## config.mk

```make
export PLATFORM = sky130hd
export DESIGN_NAME = fifo_ctrl_status
export DESIGN_NICKNAME = d
export VERILOG_FILES = /design/src/rtl/fifo_pkg.sv /design/src/rtl/fifo_ptr.sv /design/src/rtl/fifo_ctrl_status.sv
export SDC_FILE = /design/constraint.sdc
export NUM_CORES = 1
export LEC_CHECK = 0
export BUFFER_PORTS_ARGS = -buffer_cell sky130_fd_sc_hd__buf_2
export CORE_UTILIZATION = 30
export DETAILED_ROUTE_END_ITERATION = 12
export PLACE_DENSITY_LB_ADDON = 0.12
export SYNTH_ARGS = -nofsm -noshare
export SYNTH_HDL_FRONTEND = slang
export SYNTH_SLANG_ARGS = --single-unit
```

## constraint.sdc

```tcl
create_clock -name clk -period 4.3 [get_ports clk]
set_input_delay 0.86 -clock clk [delete_from_list [all_inputs] [get_ports clk]]
set_output_delay 0.86 -clock clk [all_outputs]
set_load 0.01 [all_outputs]
```

## src/rtl/fifo_pkg.sv

```systemverilog
// Shared defaults for the FIFO controller: address width and the
// almost-full threshold derived from it.
package fifo_pkg;

  localparam int DEFAULT_ADDR_WIDTH = 4;

  // Almost-full sits two entries below capacity unless overridden.
  function automatic int default_af_lvl(input int addr_width);
    return (2 ** addr_width) - 2;
  endfunction

endpackage

```

## src/rtl/fifo_ptr.sv

```systemverilog
// Wrapping FIFO pointer: advances by one on inc and rolls over at 2**ADDR_WIDTH.
module fifo_ptr #(
  parameter int ADDR_WIDTH = 4
) (
  input  logic                  clk,
  input  logic                  reset,
  input  logic                  inc,
  output logic [ADDR_WIDTH-1:0] ptr
);

  always_ff @(posedge clk or negedge reset) begin
    if (!reset) begin
      ptr <= '0;
    end else if (inc) begin
      ptr <= ptr + ADDR_WIDTH'(1);
    end
  end

endmodule

```

## src/rtl/fifo_ctrl_status.sv

```systemverilog
// FIFO control and status: pointers, occupancy count, registered level flags
// and sticky overflow/underflow errors for an external storage array.
module fifo_ctrl_status
  import fifo_pkg::*;
#(
  parameter int ADDR_WIDTH = DEFAULT_ADDR_WIDTH,
  parameter int AE_LVL     = 2,
  parameter int AF_LVL     = default_af_lvl(ADDR_WIDTH)
) (
  input  logic                  clk,
  input  logic                  reset,
  input  logic                  rd,
  input  logic                  wr,
  input  logic                  clr_err,
  output logic [ADDR_WIDTH-1:0] w_addr,
  output logic [ADDR_WIDTH-1:0] r_addr,
  output logic                  we,
  output logic                  re,
  output logic [ADDR_WIDTH:0]   count,
  output logic                  empty,
  output logic                  full,
  output logic                  almost_empty,
  output logic                  almost_full,
  output logic                  overflow,
  output logic                  underflow
);

  localparam int DEPTH = 2 ** ADDR_WIDTH;
  localparam logic [ADDR_WIDTH:0] DEPTH_CNT = (ADDR_WIDTH + 1)'(DEPTH);
  localparam logic [ADDR_WIDTH:0] AE_CNT    = (ADDR_WIDTH + 1)'(AE_LVL);
  localparam logic [ADDR_WIDTH:0] AF_CNT    = (ADDR_WIDTH + 1)'(AF_LVL);

  if (AE_LVL >= AF_LVL || AF_LVL > DEPTH) begin : g_bad_levels
    $error("fifo_ctrl_status: need AE_LVL < AF_LVL <= DEPTH");
  end

  logic [ADDR_WIDTH:0] count_next;
  logic                overflow_set;
  logic                underflow_set;

  // A simultaneous read frees a slot, so a write into a full FIFO still lands.
  assign we = reset & wr & (~full | rd);
  assign re = reset & rd & ~empty;

  assign overflow_set  = wr & ~rd & full;
  assign underflow_set = rd & ~wr & empty;

  always_comb begin
    count_next = count;
    case ({we, re})
      2'b10:   count_next = count + 1'b1;
      2'b01:   count_next = count - 1'b1;
      default: count_next = count;
    endcase
  end

  fifo_ptr #(.ADDR_WIDTH(ADDR_WIDTH)) u_wr_ptr (
    .clk   (clk),
    .reset (reset),
    .inc   (we),
    .ptr   (w_addr)
  );

  fifo_ptr #(.ADDR_WIDTH(ADDR_WIDTH)) u_rd_ptr (
    .clk   (clk),
    .reset (reset),
    .inc   (re),
    .ptr   (r_addr)
  );

  // Flags are decoded from the next count so they line up with count itself.
  always_ff @(posedge clk or negedge reset) begin
    if (!reset) begin
      count        <= '0;
      empty        <= 1'b1;
      full         <= 1'b0;
      almost_empty <= 1'b1;
      almost_full  <= 1'b0;
    end else begin
      count        <= count_next;
      empty        <= (count_next == '0);
      full         <= (count_next == DEPTH_CNT);
      almost_empty <= (count_next <= AE_CNT);
      almost_full  <= (count_next >= AF_CNT);
    end
  end

  // A new error wins over a clear arriving in the same cycle.
  always_ff @(posedge clk or negedge reset) begin
    if (!reset) begin
      overflow  <= 1'b0;
      underflow <= 1'b0;
    end else begin
      overflow  <= overflow_set  | (overflow  & ~clr_err);
      underflow <= underflow_set | (underflow & ~clr_err);
    end
  end

endmodule

```

; ---- Yosys cells after proc, flatten, opt, wreduce, memory -nomap -nowiden
; Cells that the tools add are included.
[totals]
ff_bits = 19
output_inout_bits = 21
in_bits = 5
word_cells = 38
[classes]
n_reduce_logical = 1
add_sub_neg = 4
n_lt_le_gt_ge = 2
n_eq_ne = 3
n_mux = 1
bitwise = 18
[ops]
columns = op, n
row1 = 1-bit AND, 10
row2 = 5-bit one-hot mux with 2 select lines, 1
row3 = "4-bit by 1-bit adder with 4-bit output, second input constant", 2
row4 = "5-bit by 1-bit adder with 5-bit output, second input constant", 1
row5 = "5-bit equality test, second input constant", 1
row6 = "5-bit by 4-bit greater-or-equal comparator with 1-bit output, second input constant", 1
row7 = "5-bit by 2-bit less-or-equal comparator with 1-bit output, second input constant", 1
row8 = 5-bit logical NOT, 1
row9 = 1-bit inverter, 5
row10 = "5-bit by 1-bit subtractor with 5-bit output, second input constant", 1
row11 = 1-bit OR, 3
row12 = "2-bit by 1-bit equality test with 1-bit output, second input constant", 1
row13 = "2-bit equality test, second input constant", 1

; ---- Logic depth before layout (Yosys ltp)
; Gate-level depths: netlist of the first run.
[logic_depth]
word_depth = 6
ltp_mapped = 11
depth_no_buf = 9

; ---- By module
; From an unflattened synthesis of the first run, not the netlist that was laid out.
[unflattened]
cells_unflattened = 85
area_unflattened_um2 = 1021.0
[by_module_without_submodules]
columns = mod, area_per_inst_um2, seq_area_each_um2, cells_per_inst, instances
row1 = fifo_ctrl_status, 700.7, 277.8, 63, 1
row2 = fifo_ptr, 160.2, 100.1, 11, 2

; ---- Worst setup path before layout of the first run
; Ideal clock, no wire load.
[synth_path]
kind = input-to-reg
startpoint = input port rd
endpoint = register almost_full
setup_time_ps = 122
required_time_ps = 4178
path_slack_ps = 1232
arrival_time_ps = 2947
n_path_buf = 2
stages = 11
cell_sequence = nand2b_1 and3_1 clkbuf_1 inv_1 ha_1 ha_1 buf_4 a21oi_2 a211oi_2 or3_1 a32o_1
[synth_between]
elab_chain_cells = 5
elab_cells_between_ends = 8
cone_classes = order compare: 1 / eq/ne: 2 / mux: 1 / bitwise: 4
[synth_rtl]
columns = item, line
row1 = from (decl), fifo_ctrl_status.sv:12  ; input logic rd,
row2 = 1-bit OR (*), fifo_ctrl_status.sv:42  ; assign we = reset & wr & (~full | rd);
row3 = 1-bit AND (*), fifo_ctrl_status.sv:42
row4 = via we, fifo_ctrl_status.sv:17  ; output logic we,
row5 = 2-bit by 1-bit equality test with 1-bit output or 2-bit equality test (tied branches), fifo_ctrl_status.sv:50  ; case ({we, re})
row6 = 5-bit one-hot mux with 2 select lines (*), fifo_ctrl_status.sv:50
row7 = 5-bit by 4-bit greater-or-equal comparator with 1-bit output (*), fifo_ctrl_status.sv:84  ; almost_full <= (count_next >= AF_CNT);
row8 = to (signal assigned), fifo_ctrl_status.sv:84
row9 = to (decl), fifo_ctrl_status.sv:23  ; output logic almost_full,
; The timed path passes the listed nets; every way through them passes the cells marked *.
; A chain may end at the register's enable or synchronous reset.

; ---- Final worst setup path of the first run
[layout_path]
startpoint = input port reset
endpoint = register almost_full
[layout_between]
elab_chain_cells = 5
elab_cells_between_ends = 8
cone_classes = order compare: 1 / eq/ne: 2 / mux: 1 / bitwise: 4
[layout_rtl]
columns = item, line
row1 = from (decl), fifo_ctrl_status.sv:11  ; input logic reset,
row2 = "1-bit AND, on equally long branches (2 in a row)", "fifo_ctrl_status.sv:43, fifo_ctrl_status.sv:42"
row3 = 2-bit by 1-bit equality test with 1-bit output or 2-bit equality test (tied branches), fifo_ctrl_status.sv:50
row4 = 5-bit one-hot mux with 2 select lines (*), fifo_ctrl_status.sv:50
row5 = 5-bit by 4-bit greater-or-equal comparator with 1-bit output (*), fifo_ctrl_status.sv:84
; Every way passes the cells marked *; elsewhere a longest branch is shown, timed or not.

==> reports/qor.txt, run 1 <==
FP Rows: 20
layout cells sized above 1: 37.50%
Placer Congestion: 0.7818
Syn Area/Cell: 11.94 sq um
number of global-route vias before repair: 753
Place WS: 1001 ps
die width: 60.52 um
DRC: 0
I/O Buffers: 25
Post-Syn Area: 1027 sq um
RSZ-0062 raised after global routing: false
number of instances in the placed design: 152
largest net degree at the start of global routing: 14
CP endpoint kind: flop
adder-cell share of the synthesized area: 9.257%
Initial Util: 32.58%
post-synthesis net count: 98
drt pass-1 iters: 3
largest area contributor in the netlist: dfrtp_1
CP max stage delay: 460 ps
Slew @ Worst Pin: 426.2 ps
Power Dens Cells: 713.8 nW/um^2
io pins: 26
Vias: 753
total wire length: 1972 um
ant diodes: 0
mux cell area share after synthesis: 4.263%
post-synthesis sequential area ratio: 46.53%
Leakage Power: 0.5876 nW
Syn-to-layout area delta: 19.00%
final setup margin: 1347 ps
clk_skew: 13.72 ps
Post-Synth XOR/XNOR Area: 7.674%
Synth Area in Compound Gates: 12.91%
clk sink count: 19
Pint: 0.5123 mW
# Max-Cap Violations: 0
Non-Filler Instances: 156
Setup TNS: 0 ps
Clock Path Buffers: 2
Netlist cell types: 43
Antenna Nets Post-Route: 0
Seq pwr share: 39.6%
FF-to-FF Start: full$_DFF_PN0_
Core Footprint: 3153 sq um
gr ovfl total: 0
setup repair bufs after CTS: 0
post-detail-place hpwl: 1587 um
Max VDD drop: 0.2915 mV
cts hold-fix bufs: 0
GR Util All Layers: 12.90%
max-slew violation count: 0
crit path from: reset
die height: 60.52 um
main combinational cell family by area after synthesis: simple AND/OR/NAND/NOR gates
Crit path required time: 4500 ps
post_cts resized: 0
first-pass GRT wire length: 3429 um
Post-Layout Inst Area: 1222 sq um
combinational share of power: 50.4%
Startpoint Class: input port
simple-gate share of the synthesized area: 15.96%
Starting DRT DRC Count: 19
initial antenna violation count: 0
Sw Share: 41.29%
Yosys top cell area share: 41.41%
cts bufs inserted: 3
per-cell routed wire length: 12.64 um
Hold Violations, Final: 0
Worst path slowest cell: ha_1
number of synthesized register bits: 19
CP Cell Sequence: buf_2, and3_1, inv_1, ha_1, ha_1, nand3_2, and4b_4, or3_1, a32o_1
status: complete, no violations
die area: 3662 sq um
Hold WC Path Type: input port to async pin
Clk pin slew, worst setup/hold paths: 110 ps
top cells by area, synth: dfrtp_1 (41%), ha_1 (7.3%), dfstp_2 (5.1%)
period utilisation layout: 68.67%
Clk pwr share: 10.0%
Slew headroom: 71.58%
fin crit period: 2953 ps
Ys Warns: 0
critical path class: input port to flop
Max Clk Rate: 338.6 MHz
Root Driver: clkbuf_4
Final setup viols: 0
CTS H-Tree Depth: 1
most frequent cell on the critical path: ha_1
worst skew pair latency: 300 ps
dpl cell area: 1195 sq um
Cells after Synth: 86
Data arrival, critical path: 3150 ps
CP max FO: 11
final net count: 125
FF-to-FF setup slack: 1680 ps
switching power: 0.3603 mW
via/cell ratio: 4.827
CTS tree: yes
==> flip-flops by register name, indices dropped and copies added (netlist names) <==
register,flops
almost_full,1
u_wr_ptr.ptr,4
almost_empty,1
count,5
overflow,1
u_rd_ptr.ptr,4
full,1
underflow,1
empty,1
==> power by group through the flow <==
stage               combinational [mW]  sequential, mW  clock (mW)
floorplan                        0.275           0.374           0
global placement                 0.447           0.348           0
detailed placement               0.446           0.352           0
CTS                              0.447           0.349      0.0913
global route                     0.497           0.361       0.101
finish                           0.440           0.345      0.0875
==> layout by cell type (no fill, tap or decap), types with 2 or more instances in the layout <==
| cell | count |
|---|---|
| a21o_1 | 2 |
| a21oi_1 | 2 |
| a32o_1 | 2 |
| buf_2 | 25 |
| clkbuf_4 | 3 |
| dfrtp_1 | 17 |
| dfstp_2 | 2 |
| ha_1 | 6 |
| inv_1 | 4 |
| mux2_2 | 2 |
| nand2_1 | 3 |
| nand2b_1 | 3 |
| nand4_1 | 2 |
| nor4_1 | 2 |
| xnor2_1 | 6 |
| xor2_1 | 3 |
==> routing by layer <==
metal  GRT usage (%)  share of wire [%]  wire length [um]  vias up
met4           1.948                  0                 0        0
li1                -                  -                 -      364
met5               0                  0                 0        -
met2           21.04                 47               930       16
met3           4.478                4.6                91        0
met1           16.98                 48               949      373
==> layout make-up <==
class	count	area, sq um
fillers	338	1931
multi-input cells	59	514.2
flip-flops and latches	19	478.0
repair buffers	26	132.6
well taps	44	55.05
clock buffers	3	22.52
inverters	4	15.01
clock inverters	1	5.005
==> per-stage QoR <==
stage | power, mW | hold slack [ps] | utilization (%)
floorplan | 0.6492 | 507.6 | -
global placement | 0.7945 | 455.2 | 37.90
detailed placement | 0.7979 | 458.0 | 37.90
CTS | 0.8881 | 394.9 | 38.77
global route | 0.9588 | 375.3 | 38.77
finish | 0.8726 | 393.1 | 38.77
==> cells by family after synthesis <==
kind of cell	Yosys count
and+or+nand+nor	23
DFF	19
AOI/OAI and AO/OA	16
xor gates and xnor gates	9
buffers and inverters	8
adders and majority gates	7
muxes	4
==> final timing paths <==
path,end,depth (start not counted)
worst max register to register,almost_full$_DFF_PN0_,9
worst min-delay path,underflow$_DFF_PN0_,1
worst max-delay path,almost_full$_DFF_PN0_,9
max in group asynchronous,almost_empty$_DFF_PN1_,2
worst min register to register,u_rd_ptr.ptr[3]$_DFFE_PN0P_,1
min in group clk,u_rd_ptr.ptr[3]$_DFFE_PN0P_,1
==> synth_stat cells, drive strengths merged <==
| master | n |
|---|---|
| buf | 2 |
| xnor2 | 6 |
| nand4 | 2 |
| a2bb2oi | 1 |
| and4b | 1 |
| a2111oi | 1 |
| clkbuf | 2 |
| nand3b | 1 |
| dfrtp | 17 |
| o21ba | 1 |
| a32o | 2 |
| a21o | 2 |
| nor2 | 1 |
| nor3b | 1 |
| ha | 6 |
| o21ai | 1 |
| and3 | 1 |
| a21oi | 3 |
| dfstp | 2 |
| mux2 | 3 |
| a22oi | 1 |
| nand3 | 2 |
| or3 | 1 |
| a211oi | 2 |
| nor4 | 2 |
| fa | 1 |
| nor4b | 1 |
| xor2 | 3 |
| o2bb2ai | 1 |
| nand2b | 3 |
| nor2b | 1 |
| inv | 4 |
| or4 | 1 |
| or2 | 1 |
| mux2i | 1 |
| a41o | 1 |
| nand2 | 3 |
| and3b | 1 |
==> critical path: cells and delay by family <==
family	cells	cell delay, ps
simple gates	4	1030
compound gates	1	210
fa+ha+maj	2	760
buf+inv	2	290
Power figures use the tool's default switching activity.
==> inputs of run 2 (changes only) <==
==> constraint.sdc (replaced) <==
create_clock -name clk -period 2.41 [get_ports clk]
set_input_delay 0.482 -clock clk [delete_from_list [all_inputs] [get_ports clk]]
set_output_delay 0.482 -clock clk [all_outputs]
set_load 0.01 [all_outputs]
==> reports/qor.txt, run 2 (synthesis results as in run 1) <==
status: complete, no violations
CTS H-Tree Depth: 1 (unchanged)
largest reg by FF count: count
Slew @ Worst Pin: 330.5 ps (-95.77 ps)
setup repair bufs after CTS: 0 (unchanged)
Crit path required time: 2640 ps (-1860 ps)
Non-Filler Instances: 167 (+7.1%)
Data arrival, critical path: 2530 ps (-620 ps)
Max Clk Rate: 433.4 MHz
Clk pin slew, worst setup/hold paths: 120 ps (about the same)
gr ovfl total: 0 (unchanged)
die area: 3662 sq um (unchanged)
final setup margin: 102.5 ps (-1245 ps)
Placer Congestion: 0.8874 (+14%)
layout cells sized above 1: 49.59% (+12 points)
CP max stage delay: 560 ps (+100 ps)
Slew headroom: 77.40% (+5.8 points)
post-detail-place hpwl: 1691 um (+6.6%)
io pins: 26 (unchanged)
fin crit period: 2308 ps
Leakage Power: 0.6453 nW (+9.8%)
CP Cell Sequence: and3b_1, ha_4, fa_2, xor2_1, mux2_2, a21oi_1, nor4b_4
Starting DRT DRC Count: 12 (-7)
CP endpoint kind: flop
WP buf/inv: 0 (-2)
GR Util All Layers: 13.68% (+0.78 points)
Hold Violations, Final: 0 (unchanged)
# Max-Cap Violations: 0 (unchanged)
cts bufs inserted: 3 (unchanged)
Regs by FF count: count: 5 flops, u_rd_ptr.ptr: 4 flops, u_wr_ptr.ptr: 4 flops
largest net degree at the start of global routing: 14 (unchanged)
CTS tree: yes
total power: 1.811 mW (+110%)
Startpoint Class: flop
FP Rows: 20 (unchanged)
Vias: 800 (+6.2%)
Antenna Nets Post-Route: 0 (unchanged)
Core Footprint: 3153 sq um (unchanged)
FF-to-FF Start: empty$_DFF_PN1_
clk sink count: 19 (unchanged)
I/O Buffers: 25 (unchanged)
period utilisation layout: 95.75%
Syn-to-layout area delta: 35.93%
max-slew violation count: 0 (unchanged)
DRC: 0 (unchanged)
delay-heaviest family, CP: flip-flops
Reg-to-Reg End: almost_empty$_DFF_PN1_
clk_skew: 10.47 ps (-3.244 ps)
RSZ-0062 raised after global routing: false
Root Driver: clkbuf_4
die width: 60.52 um (unchanged)
ant diodes: 0 (unchanged)
max reg flops: 5 (unchanged)
worst skew pair latency: 310 ps (about the same)
final net count: 136 (+8.8%)
first-pass GRT wire length: 3684 um (+7.4%)
Final setup viols: 0 (unchanged)
Max VDD drop: 0.4287 mV (+47%)
crit path from: empty$_DFF_PN1_
per-cell routed wire length: 13.04 um (+3.2%)
initial antenna violation count: 0 (unchanged)
Worst path slowest cell: dfstp_2
leading cell type in the layout, fill and taps excluded: buf_2
Clock Path Buffers: 2 (unchanged)
number of global-route vias before repair: 829 (+10%)
Initial Util: 32.58% (unchanged)
drt pass-1 iters: 4 (+1)
critical path class: flop to flop
CP max FO: 5 (-6)
number of instances in the placed design: 163 (+7.2%)
most frequent cells in the layout: buf_2 (25), dfrtp_1 (17), buf_4 (11)
FF-to-FF path depth: 7 (-2)
Hold WC Path Type: input port to async pin
Power Dens Cells: 1297 nW/um^2 (+82%)
total wire length: 2178 um (+10%)
FF-to-FF setup slack: 100 ps (-1580 ps)
fin util: 44.29% (+5.5 points)
die height: 60.52 um (unchanged)
Place WS: -122.3 ps (-1123 ps)
via/cell ratio: 4.790 (-0.76%)
==> run 2: worst max path at each step <==
stage | end | slack (ps) | depth (start not counted)
final | almost_empty$_DFF_PN1_ | 100 | 7
after global routing | almost_empty$_DFF_PN1_ | 20 | 7
after CTS | almost_empty$_DFF_PN1_ | 60 | 7
after global placement | almost_empty$_DFF_PN1_ | -130 | 10
after floorplan | almost_full$_DFF_PN0_ | 3 | 11
after detailed placement | almost_empty$_DFF_PN1_ | -120 | 10
==> run 2: per-layer routing <==
| metal | up-vias | global-route usage (%) | wire [um] |
|---|---|---|---|
| li1 | 390 | - | - |
| met1 | 391 | 17.66 | 1028 |
| met2 | 16 | 23.08 | 1056 |
| met3 | 3 | 1.919 | 74 |
| met4 | 0 | 5.519 | 18 |
| met5 | - | 0 | 0 |
==> run 2: cell type report <==
| cell class | instances | area [sq um] |
|---|---|---|
| timing repair buffer | 37 | 227.7 |
| clock inverter | 1 | 7.507 |
| fill | 323 | 1757 |
| inverter | 4 | 17.52 |
| sequential | 19 | 478.0 |
| multi-input combinational | 59 | 588.1 |
| clock buffer | 3 | 22.52 |
| tap | 44 | 55.05 |
==> run 2: power breakdown <==
part / leakage (nW) / total, mW / internal (mW) / switching (mW)
sequential: 0.229 / 0.617 / 0.469 / 0.147
combinational: 0.402 / 1.02 / 0.539 / 0.484
clock: 0.0139 / 0.170 / 0.0632 / 0.107
==> run 2: stage by stage <==
step           hold slack (ps)  setup TNS, ps  cell area [sq um]
2_1_floorplan            186.4              0               1077
3_3_place_gp             456.2         -373.0               1325
3_5_place_dp             449.7         -491.6               1325
4_1_cts                  96.98              0               1355
5_1_grt                  107.1              0               1396
6_report                 105.0              0               1396
==> run 2: repair_timing <==
action / 4_1_cts / 5_1_grt
hold buffers: 0 / 0
setup endpoints to repair: 0 / 5
resized for setup: 0 / 6
